--- config.mk ---
export PLATFORM = sky130hd
export DESIGN_NAME = uart_tx_buffer_flat
export DESIGN_NICKNAME = d
export VERILOG_FILES = /design/src/rtl/uart_pkg.sv /design/src/rtl/uart_tx_buffer_if.sv /design/src/rtl/sync_fifo.sv /design/src/rtl/uart_tx_buffer.sv /design/src/flat_wrapper.sv
export SDC_FILE = /design/constraint.sdc
export NUM_CORES = 1
export LEC_CHECK = 0
export BUFFER_PORTS_ARGS = -buffer_cell sky130_fd_sc_hd__buf_2
export CORE_MARGIN = 8
export CORE_UTILIZATION = 50
export CTS_CLUSTER_SIZE = 24
export DETAILED_ROUTE_END_ITERATION = 8
export GPL_TIMING_DRIVEN = 0
export PLACE_DENSITY_LB_ADDON = 0.3
export SYNTH_ARGS = -nofsm -noshare
export SYNTH_HDL_FRONTEND = slang
export SYNTH_HIERARCHICAL = 1
export SYNTH_SLANG_ARGS = --single-unit
--- constraint.sdc ---
create_clock -name clk -period 2.7 [get_ports clk]
set_clock_uncertainty 0.1 [all_clocks]
set_input_delay 0.27 -clock clk [delete_from_list [all_inputs] [get_ports clk]]
set_output_delay 0.27 -clock clk [all_outputs]
set_load 0.1 [all_outputs]
--- src/rtl/uart_pkg.sv ---
// uart_pkg: shared ASCII constants for the UART transmit path
package uart_pkg;
   localparam logic [7:0] ASCII_CR = 8'h0D;
   localparam logic [7:0] ASCII_LF = 8'h0A;
endpackage

--- src/rtl/uart_tx_buffer_if.sv ---
// uart_tx_buffer_if: write-side and transmitter-side signals of the TX buffer
//   wr_en/wr_data           byte push from the register interface
//   fifo_full/empty/count   occupancy status
//   tx_ready/tx_enable/char transmitter handshake
//   master drives pushes and tx_ready; slave is the buffer itself
interface uart_tx_buffer_if #(parameter int FIFO_DEPTH = 8);
   localparam int CW = $clog2(FIFO_DEPTH) + 1;
   logic          wr_en;
   logic [7:0]    wr_data;
   logic          fifo_full;
   logic          fifo_empty;
   logic [CW-1:0] fifo_count;
   logic          tx_ready;
   logic          tx_enable;
   logic [7:0]    tx_char;
   modport master (output wr_en, wr_data, tx_ready,
                   input  fifo_full, fifo_empty, fifo_count, tx_enable, tx_char);
   modport slave  (input  wr_en, wr_data, tx_ready,
                   output fifo_full, fifo_empty, fifo_count, tx_enable, tx_char);
endinterface

--- src/rtl/sync_fifo.sv ---
// sync_fifo: power-of-two storage array with wrapping pointers and an occupancy count
//   clk, reset      clock, asynchronous active-high reset
//   push, wr_data   write request and data (ignored while full)
//   pop, rd_data    read request (ignored while empty) and head entry
//   count/full/empty occupancy, all derived from registered state
module sync_fifo #(
   parameter int DEPTH = 8,
   parameter int WIDTH = 8,
   localparam int AW = $clog2(DEPTH),
   localparam int CW = AW + 1
) (
   input  logic             clk,
   input  logic             reset,
   input  logic             push,
   input  logic [WIDTH-1:0] wr_data,
   input  logic             pop,
   output logic [WIDTH-1:0] rd_data,
   output logic [CW-1:0]    count,
   output logic             full,
   output logic             empty
);
   logic [WIDTH-1:0] mem [DEPTH];
   logic [AW-1:0]    wr_ptr;
   logic [AW-1:0]    rd_ptr;
   logic             do_push;
   logic             do_pop;
   always_comb begin
      full    = count == CW'(DEPTH);
      empty   = count == '0;
      do_push = push && !full;
      do_pop  = pop && !empty;
      rd_data = mem[rd_ptr];
   end
   // Pointers wrap naturally because DEPTH is a power of two.
   always_ff @(posedge clk or posedge reset) begin
      if (reset) begin
         wr_ptr <= '0;
         rd_ptr <= '0;
         count  <= '0;
      end else begin
         if (do_push) wr_ptr <= wr_ptr + 1'b1;
         if (do_pop) rd_ptr <= rd_ptr + 1'b1;
         count <= count + CW'(do_push) - CW'(do_pop);
      end
   end
   always_ff @(posedge clk) begin
      if (do_push) mem[wr_ptr] <= wr_data;
   end
endmodule

--- src/rtl/uart_tx_buffer.sv ---
// uart_tx_buffer: transmit character FIFO feeding the UART serial transmitter
//   clk, reset  clock, asynchronous active-high reset
//   bus         uart_tx_buffer_if.slave: wr_en/wr_data push, fifo_full/fifo_empty/
//               fifo_count status, tx_ready in, tx_enable/tx_char out
//   `UART_TX_CRLF_EN: when defined, each LF is sent as CR followed by LF
module uart_tx_buffer
   import uart_pkg::*;
#(
   parameter int FIFO_DEPTH = 8
) (
   input  logic            clk,
   input  logic            reset,
   uart_tx_buffer_if.slave bus
);
   logic [7:0] head;
   logic       pop;
   logic       empty;
   sync_fifo #(.DEPTH(FIFO_DEPTH), .WIDTH(8)) u_fifo (
      .clk     (clk),
      .reset   (reset),
      .push    (bus.wr_en),
      .wr_data (bus.wr_data),
      .pop     (pop),
      .rd_data (head),
      .count   (bus.fifo_count),
      .full    (bus.fifo_full),
      .empty   (empty)
   );
   assign bus.fifo_empty = empty;
   assign bus.tx_enable  = !empty && bus.tx_ready;
`ifdef UART_TX_CRLF_EN
   logic cr_pending;
   logic expand;
   // An LF head is offered first as CR without popping; cr_pending then lets the LF through.
   always_comb begin
      expand      = head == ASCII_LF && !cr_pending;
      bus.tx_char = empty ? 8'h00 : expand ? ASCII_CR : head;
      pop         = bus.tx_enable && !expand;
   end
   always_ff @(posedge clk or posedge reset) begin
      if (reset) cr_pending <= 1'b0;
      else if (bus.tx_enable) cr_pending <= expand;
   end
`else
   always_comb begin
      bus.tx_char = empty ? 8'h00 : head;
      pop         = bus.tx_enable;
   end
`endif
endmodule

--- src/flat_wrapper.sv ---
// flat-port wrapper written by rule: the top's interface ports become plain ports
module uart_tx_buffer_flat import uart_pkg::*;
#(
   parameter int FIFO_DEPTH = 8
)
  (clk, reset, bus_wr_en, bus_wr_data, bus_tx_ready, bus_fifo_full, bus_fifo_empty, bus_fifo_count, bus_tx_enable, bus_tx_char);
  uart_tx_buffer_if #(.FIFO_DEPTH(FIFO_DEPTH)) bus_i ();
  input  logic clk;
  input  logic reset;
  input wire logic [$bits(bus_i.wr_en)-1:0] bus_wr_en;
  input wire logic [$bits(bus_i.wr_data)-1:0] bus_wr_data;
  input wire logic [$bits(bus_i.tx_ready)-1:0] bus_tx_ready;
  output wire logic [$bits(bus_i.fifo_full)-1:0] bus_fifo_full;
  output wire logic [$bits(bus_i.fifo_empty)-1:0] bus_fifo_empty;
  output wire logic [$bits(bus_i.fifo_count)-1:0] bus_fifo_count;
  output wire logic [$bits(bus_i.tx_enable)-1:0] bus_tx_enable;
  output wire logic [$bits(bus_i.tx_char)-1:0] bus_tx_char;
  assign bus_i.wr_en = bus_wr_en;
  assign bus_i.wr_data = bus_wr_data;
  assign bus_i.tx_ready = bus_tx_ready;
  assign bus_fifo_full = bus_i.fifo_full;
  assign bus_fifo_empty = bus_i.fifo_empty;
  assign bus_fifo_count = bus_i.fifo_count;
  assign bus_tx_enable = bus_i.tx_enable;
  assign bus_tx_char = bus_i.tx_char;
  uart_tx_buffer #(.FIFO_DEPTH(FIFO_DEPTH)) u_core (.clk(clk), .reset(reset), .bus(bus_i));
endmodule
---- Word level (Yosys, flattened, before mapping) ----
Memories as Yosys holds them, arrays and structs flattened.
Cells that the tools add are included.
storage, ports and cells
  register bits after elaboration ......... 10
  bits in writable memories ............... 64
  input port bits ......................... 12
  logic and storage cells ................. 18
  memories kept ........................... 1
operators by class
  add/sub/neg operators ................... 4
  equality and inequality tests ........... 1
  mux-type cells .......................... 3
  reductions and logical operators ........ 6
memories
  memory             depth  width  rd ports  clocked after memory_dff  write ports  RTL line         text
  u_core.u_fifo.mem  8      8      1         0                         1            sync_fifo.sv:22  logic [WIDTH-1:0] mem [DEPTH];
operators by type and width
  cell                                         count
  2-to-1 mux 8 bit                             1
  adder 3 x 1 -> 3 bit, second input constant  2
  adder 4 x 1 -> 4 bit                         1
  == test 4 bit, second input constant         1
  zero test 4 bit                              1
  subtractor 4 x 1 -> 4 bit                    1
  logical AND 1 bit                            3
  zero test 1 bit                              2
  2-to-1 mux 1 bit                             2

---- Longest topological paths before layout ----
  depth after elaboration ................. 5
  depth in mapped cells ................... 12

---- Modules after synthesis ----
Netlist, hierarchy kept.
by module, submodules not included
  module          times used  cells an instance  area an instance (um^2)  seq. area each (um^2)
  sync_fifo       1           152                3,071.7                  2,172.1
  uart_tx_buffer  1           9                  56.3                     0.0

---- Worst setup path after synthesis ----
Ideal clock, no wire load.
  kind .................................... flip-flop to flip-flop
  start point ............................. register u_core.u_fifo.count[2]
  end point ............................... register u_core.u_fifo.count[1]
  library setup time ...................... 0.114 ns
  arrival ................................. 7.026 ns
  required time ........................... 2.486 ns
  path slack .............................. -4.540 ns
  stages on the path, launching flop included .. 13
  cell sequence ........................... dfrtp_1 inv_1 ha_1 nor3b_1 nor2b_1 nand2b_1 inv_1 ha_1 inv_1 ha_1 inv_1 fa_1 inv_1
on the way
  word-level cells in the longest chain between the ends .. 5
  elaborated cells between the ends (all ways) .. 9
  classes of those cells .................. add/sub: 2; eq/ne: 1; reduce/logical: 6
RTL lines
  what                            RTL line              text
  start: declaration              sync_fifo.sv:18       output logic [CW-1:0] count,
  start signal: assignment        sync_fifo.sv:43       count <= count + CW'(do_push) - CW'(do_pop);
  zero test 4 bit                 sync_fifo.sv:29       empty = count == '0;
  named net bus_fifo_empty        flat_wrapper.sv:14    output wire logic [$bits(bus_i.fifo_empty)-1:0] bus_fifo_empty;
  zero test 1 bit                 uart_tx_buffer.sv:30  assign bus.tx_enable = !empty && bus.tx_ready;
  logical AND 1 bit               uart_tx_buffer.sv:30
  named net bus_tx_enable         flat_wrapper.sv:16    output wire logic [$bits(bus_i.tx_enable)-1:0] bus_tx_enable;
  logical AND 1 bit               sync_fifo.sv:31       do_pop = pop && !empty;
  named net u_core.u_fifo.do_pop  sync_fifo.sv:26       logic do_pop;
  subtractor 4 x 1 -> 4 bit       sync_fifo.sv:43
The timed path passes the listed nets, and every way through them passes these cells.
A chain may end at the register's enable or synchronous reset.

---- Final worst setup path ----
  start point ............................. register u_core.u_fifo.rd_ptr[0]
  end point ............................... output bus_tx_char[6]
on the way
  word-level cells in the longest chain between the ends .. 2
RTL lines
  what                      RTL line              text
  start: declaration        sync_fifo.sv:24       logic [AW-1:0] rd_ptr;
  start signal: assignment  sync_fifo.sv:42       if (do_pop) rd_ptr <= rd_ptr + 1'b1;
  memory read (8 x 8 bit)   --
  named net u_core.head[6]  uart_tx_buffer.sv:15  logic [7:0] head;
  2-to-1 mux 8 bit          uart_tx_buffer.sv:46  bus.tx_char = empty ? 8'h00 : head;
  end: declaration          flat_wrapper.sv:17    output wire logic [$bits(bus_i.tx_char)-1:0] bus_tx_char;
The timed path passes the listed nets, and every way through them passes these cells.

==> impl_metrics.py <==
metrics = {
    "worst_setup_path": {
        "cp.arrival_ns": 2.25,
        "rr_endpoint": "u_core/u_fifo/count[2]",
        "max_stage_delay_ns": 0.55,
        "ff2ff_setup_slack_ns": 0.18,
        "required_ns": 2.33,
        "cp_cell_sequence": "buf_6, buf_12, mux4_1, mux2_2, nor2b_1, buf_4",
        "end_kind": "primary output",
        "reg2reg_depth": 10,
        "crit_path_top_delay_cell": "mux4_1",
        "start_kind": "flip-flop",
        "worstPathMaxFanout": 10,
        "r2r-start": "u_core/u_fifo/count[2]",
        "worstSetupPathType": "reg2out",
    },
    "yosys": {
        "netlist_instances": 161,
        "synthAdderAreaFrac": 0.03840,
        "netlist.area_leader.share": 0.6144,
        "syn_area_per_cell_um2": 19.43,
        "ys_types": 25,
        "yosys.area_share.simple": 0.05000,
        "synth_top_family_by_area": "multiplexers",
        "muxShareOfSynthArea": 0.1704,
        "synthesis.area_um2": 3128,
        "synth_common_cells": "64 x edfxtp_1, 16 x mux4_1, 10 x dfrtp_1, 10 x inv_1, 10 x mux2_2",
        "ys_seq_elements": 74,
        "syn_nets": 182,
        "synth-edff-count": 64,
        "synth_compound_area_frac": 0.004000,
        "ys_warn_count": 6,
        "async_flop_share": 0.1351,
        "synthTopCellsByArea": "edfxtp_1 61%, mux4_1 13%, dfrtp_1 8.0%, mux2_2 3.6%, ha_1 3.2%",
        "synth_xor_area_frac": 0.01680,
        "yosysTopAreaCell": "edfxtp_1",
        "synth_ff_type": "edfxtp_1",
        "yosysMostFrequentCell": "edfxtp_1",
        "yosysSeqAreaShare": 0.6944,
    },
    "grt": {
        "first_global_vias": 1599,
        "antenna_found_initial": 0,
        "grt-ovfl-total": 0,
        "grtUsageTotal": 0.1365,
        "grt_pass1_wl_mm": 8.742,
        "grt_max_degree": 14,
    },
    "clocking": {
        "htree_levels": 3,
        "cts.sinks": 74,
        "cts_buffers": 9,
        "clockBufferDepth": 2,
        "clock_latency_ns": 0.33,
        "cts_tree": "done",
        "clockRootBuffer": "clkbuf_8",
        "clkTransAtPathRegs_ns": 0.08,
    },
    "layout": {
        "fin_cells": 282,
        "drive_gt1_frac": 0.3756,
        "seq_area_um2": 2183,
        "nets": 221,
        "area_growth_syn_to_layout_pct": 17.88,
        "diodes": 0,
        "fin_area_um2": 3687,
        "fillers": 456,
        "multi_input_area_um2": 958.4,
    },
    "placed_design": {
        "place_worst_setup_slack_ns": -0.1148,
        "portBuffers": 26,
        "gp_congestion": 0.7396,
        "place_area_um2": 3438,
        "place_inst": 264,
        "hpwl_mm": 3.678,
    },
    "timing": {
        "post-route-period-util": 0.9693,
        "maxSlewViolCount": 0,
        "rsz0062_at_grt": "false",
        "tns_ns": 0,
        "relSlewSlack": 0.3385,
        "fmax_ghz": 0.3821,
        "tightest_slew_ns": 0.9886,
        "finalSetupViolCount": 0,
        "hold_viol": 0,
        "period_needed_ns": 2.617,
        "fin_ws_ns": 0.08286,
    },
    "routing": {
        "wl_per_cell_um": 19.94,
        "vias": 1515,
        "drcViolationCount": 0,
        "wl_mm": 5.622,
        "dr.pass1.iters": 4,
        "via_per_inst": 5.372,
        "ant_nets": 0,
        "drt_iter0_markers": 86,
    },
    "die": {
        "dieArea_um2": 9043,
        "coreArea_um2": 6205,
        "die_height_um": 95.10,
        "io-pin-count": 27,
        "start_util": 0.5041,
        "die_w_um": 95.10,
        "rows": 29,
    },
    "run_status": {
        "status": "complete, no violations",
    },
    "worst_hold_path": {
        "hp-class": "in2reg",
        "holdPathEnd": "u_core/u_fifo/mem[0][6]",
        "whs_path_depth": 1,
        "min_from": "bus_wr_data[6]",
    },
    "run": {
        "drv_cap": 0,
    },
}
## cells in the final DEF, fill, tap and decap left out, drive strengths merged, types with 7 or more instances in the layout
| master | synthesis | final |
|---|---|---|
| nor2 | 7 | 7 |
| dfrtp | 10 | 10 |
| nor2b | 9 | 9 |
| edfxtp | 64 | 64 |
| ha | 8 | 8 |
| mux2 | 10 | 10 |
| clkbuf | 1 | 9 |
| buf | 4 | 32 |
| mux4 | 16 | 16 |
| inv | 10 | 10 |
## critical path: cells and delay by family, from the launching register on
family,cells,cell delay (ns)
multiplexers,2,0.82
buffers and inverters,3,0.57
flip-flops,1,0.39
AND/OR/NAND/NOR,1,0.14
## routing by layer
layer / vias to the layer above / part of all wire / global-route usage
met5: - / 0 / 0
met3: 7 / 0.041 / 0.04094
met4: 0 / 0.010 / 0.06892
met2: 26 / 0.49 / 0.2106
li1: 708 / - / -
met1: 774 / 0.46 / 0.1720
## cell families (layout without fill, tap and decap cells)
| group | count (synthesis) | in the layout |
|---|---|---|
| AOI/OAI and AO/OA | 2 | 2 |
| xor gates and xnor gates | 6 | 6 |
| adders and majority gates | 9 | 9 |
| buffers and inverters | 15 | 59 |
| DFF | 74 | 74 |
| muxes | 26 | 26 |
| and+or+nand+nor | 29 | 29 |
## how the worst max path moves through the flow
| stage | from | endpoint | slack (ns) |
|---|---|---|---|
| after detailed placement | u_core/u_fifo/count[3] | u_core/u_fifo/count[2] | -0.11 |
| final | u_core/u_fifo/rd_ptr[0] | bus_tx_char[6] | 0.08 |
| after global placement | u_core/u_fifo/count[3] | u_core/u_fifo/count[2] | -0.04 |
| after global routing | u_core/u_fifo/rd_ptr[0] | bus_tx_char[6] | 0.003 |
| after floorplan | u_core/u_fifo/count[3] | u_core/u_fifo/count[2] | -0.99 |
| after CTS | u_core/u_fifo/rd_ptr[0] | bus_tx_char[4] | 0.001 |
## through the flow
| stage | util | hold slack, ns |
|---|---|---|
| floorplan | - | 0.01008 |
| finish | 0.5943 | 0.09897 |
| detailed placement | 0.5541 | 0.1631 |
| global route | 0.5943 | 0.09372 |
| global placement | 0.5541 | 0.1507 |
| CTS | 0.5902 | 0.08687 |
## state kept, by name, summed over array words and instances, names as in the netlist
name / count
u_core/u_fifo/rd_ptr: 3
u_core/u_fifo/mem: 64
u_core/u_fifo/count: 4
u_core/u_fifo/wr_ptr: 3
## cell type report
cell class | count | area share
multi-input combinational | 72 | 0.2599
clock inverter | 7 | 0.01900
tap | 77 | 0.02613
buffer | 4 | 0.01086
sequential | 74 | 0.5921
clock buffer | 9 | 0.03359
timing repair buffer | 29 | 0.04751
inverter | 10 | 0.01086
## repair_timing
action                                 CTS  global route
endpoints found under the hold margin   10             0
hold buffers                             1             0
setup endpoints to repair               19             8
resized for setup                        3            15
setup buffers                            2             0
Power is left out: the tool's default activity adds up to more than one toggle a clock period on the data nets, which glitch-free logic cannot reach.
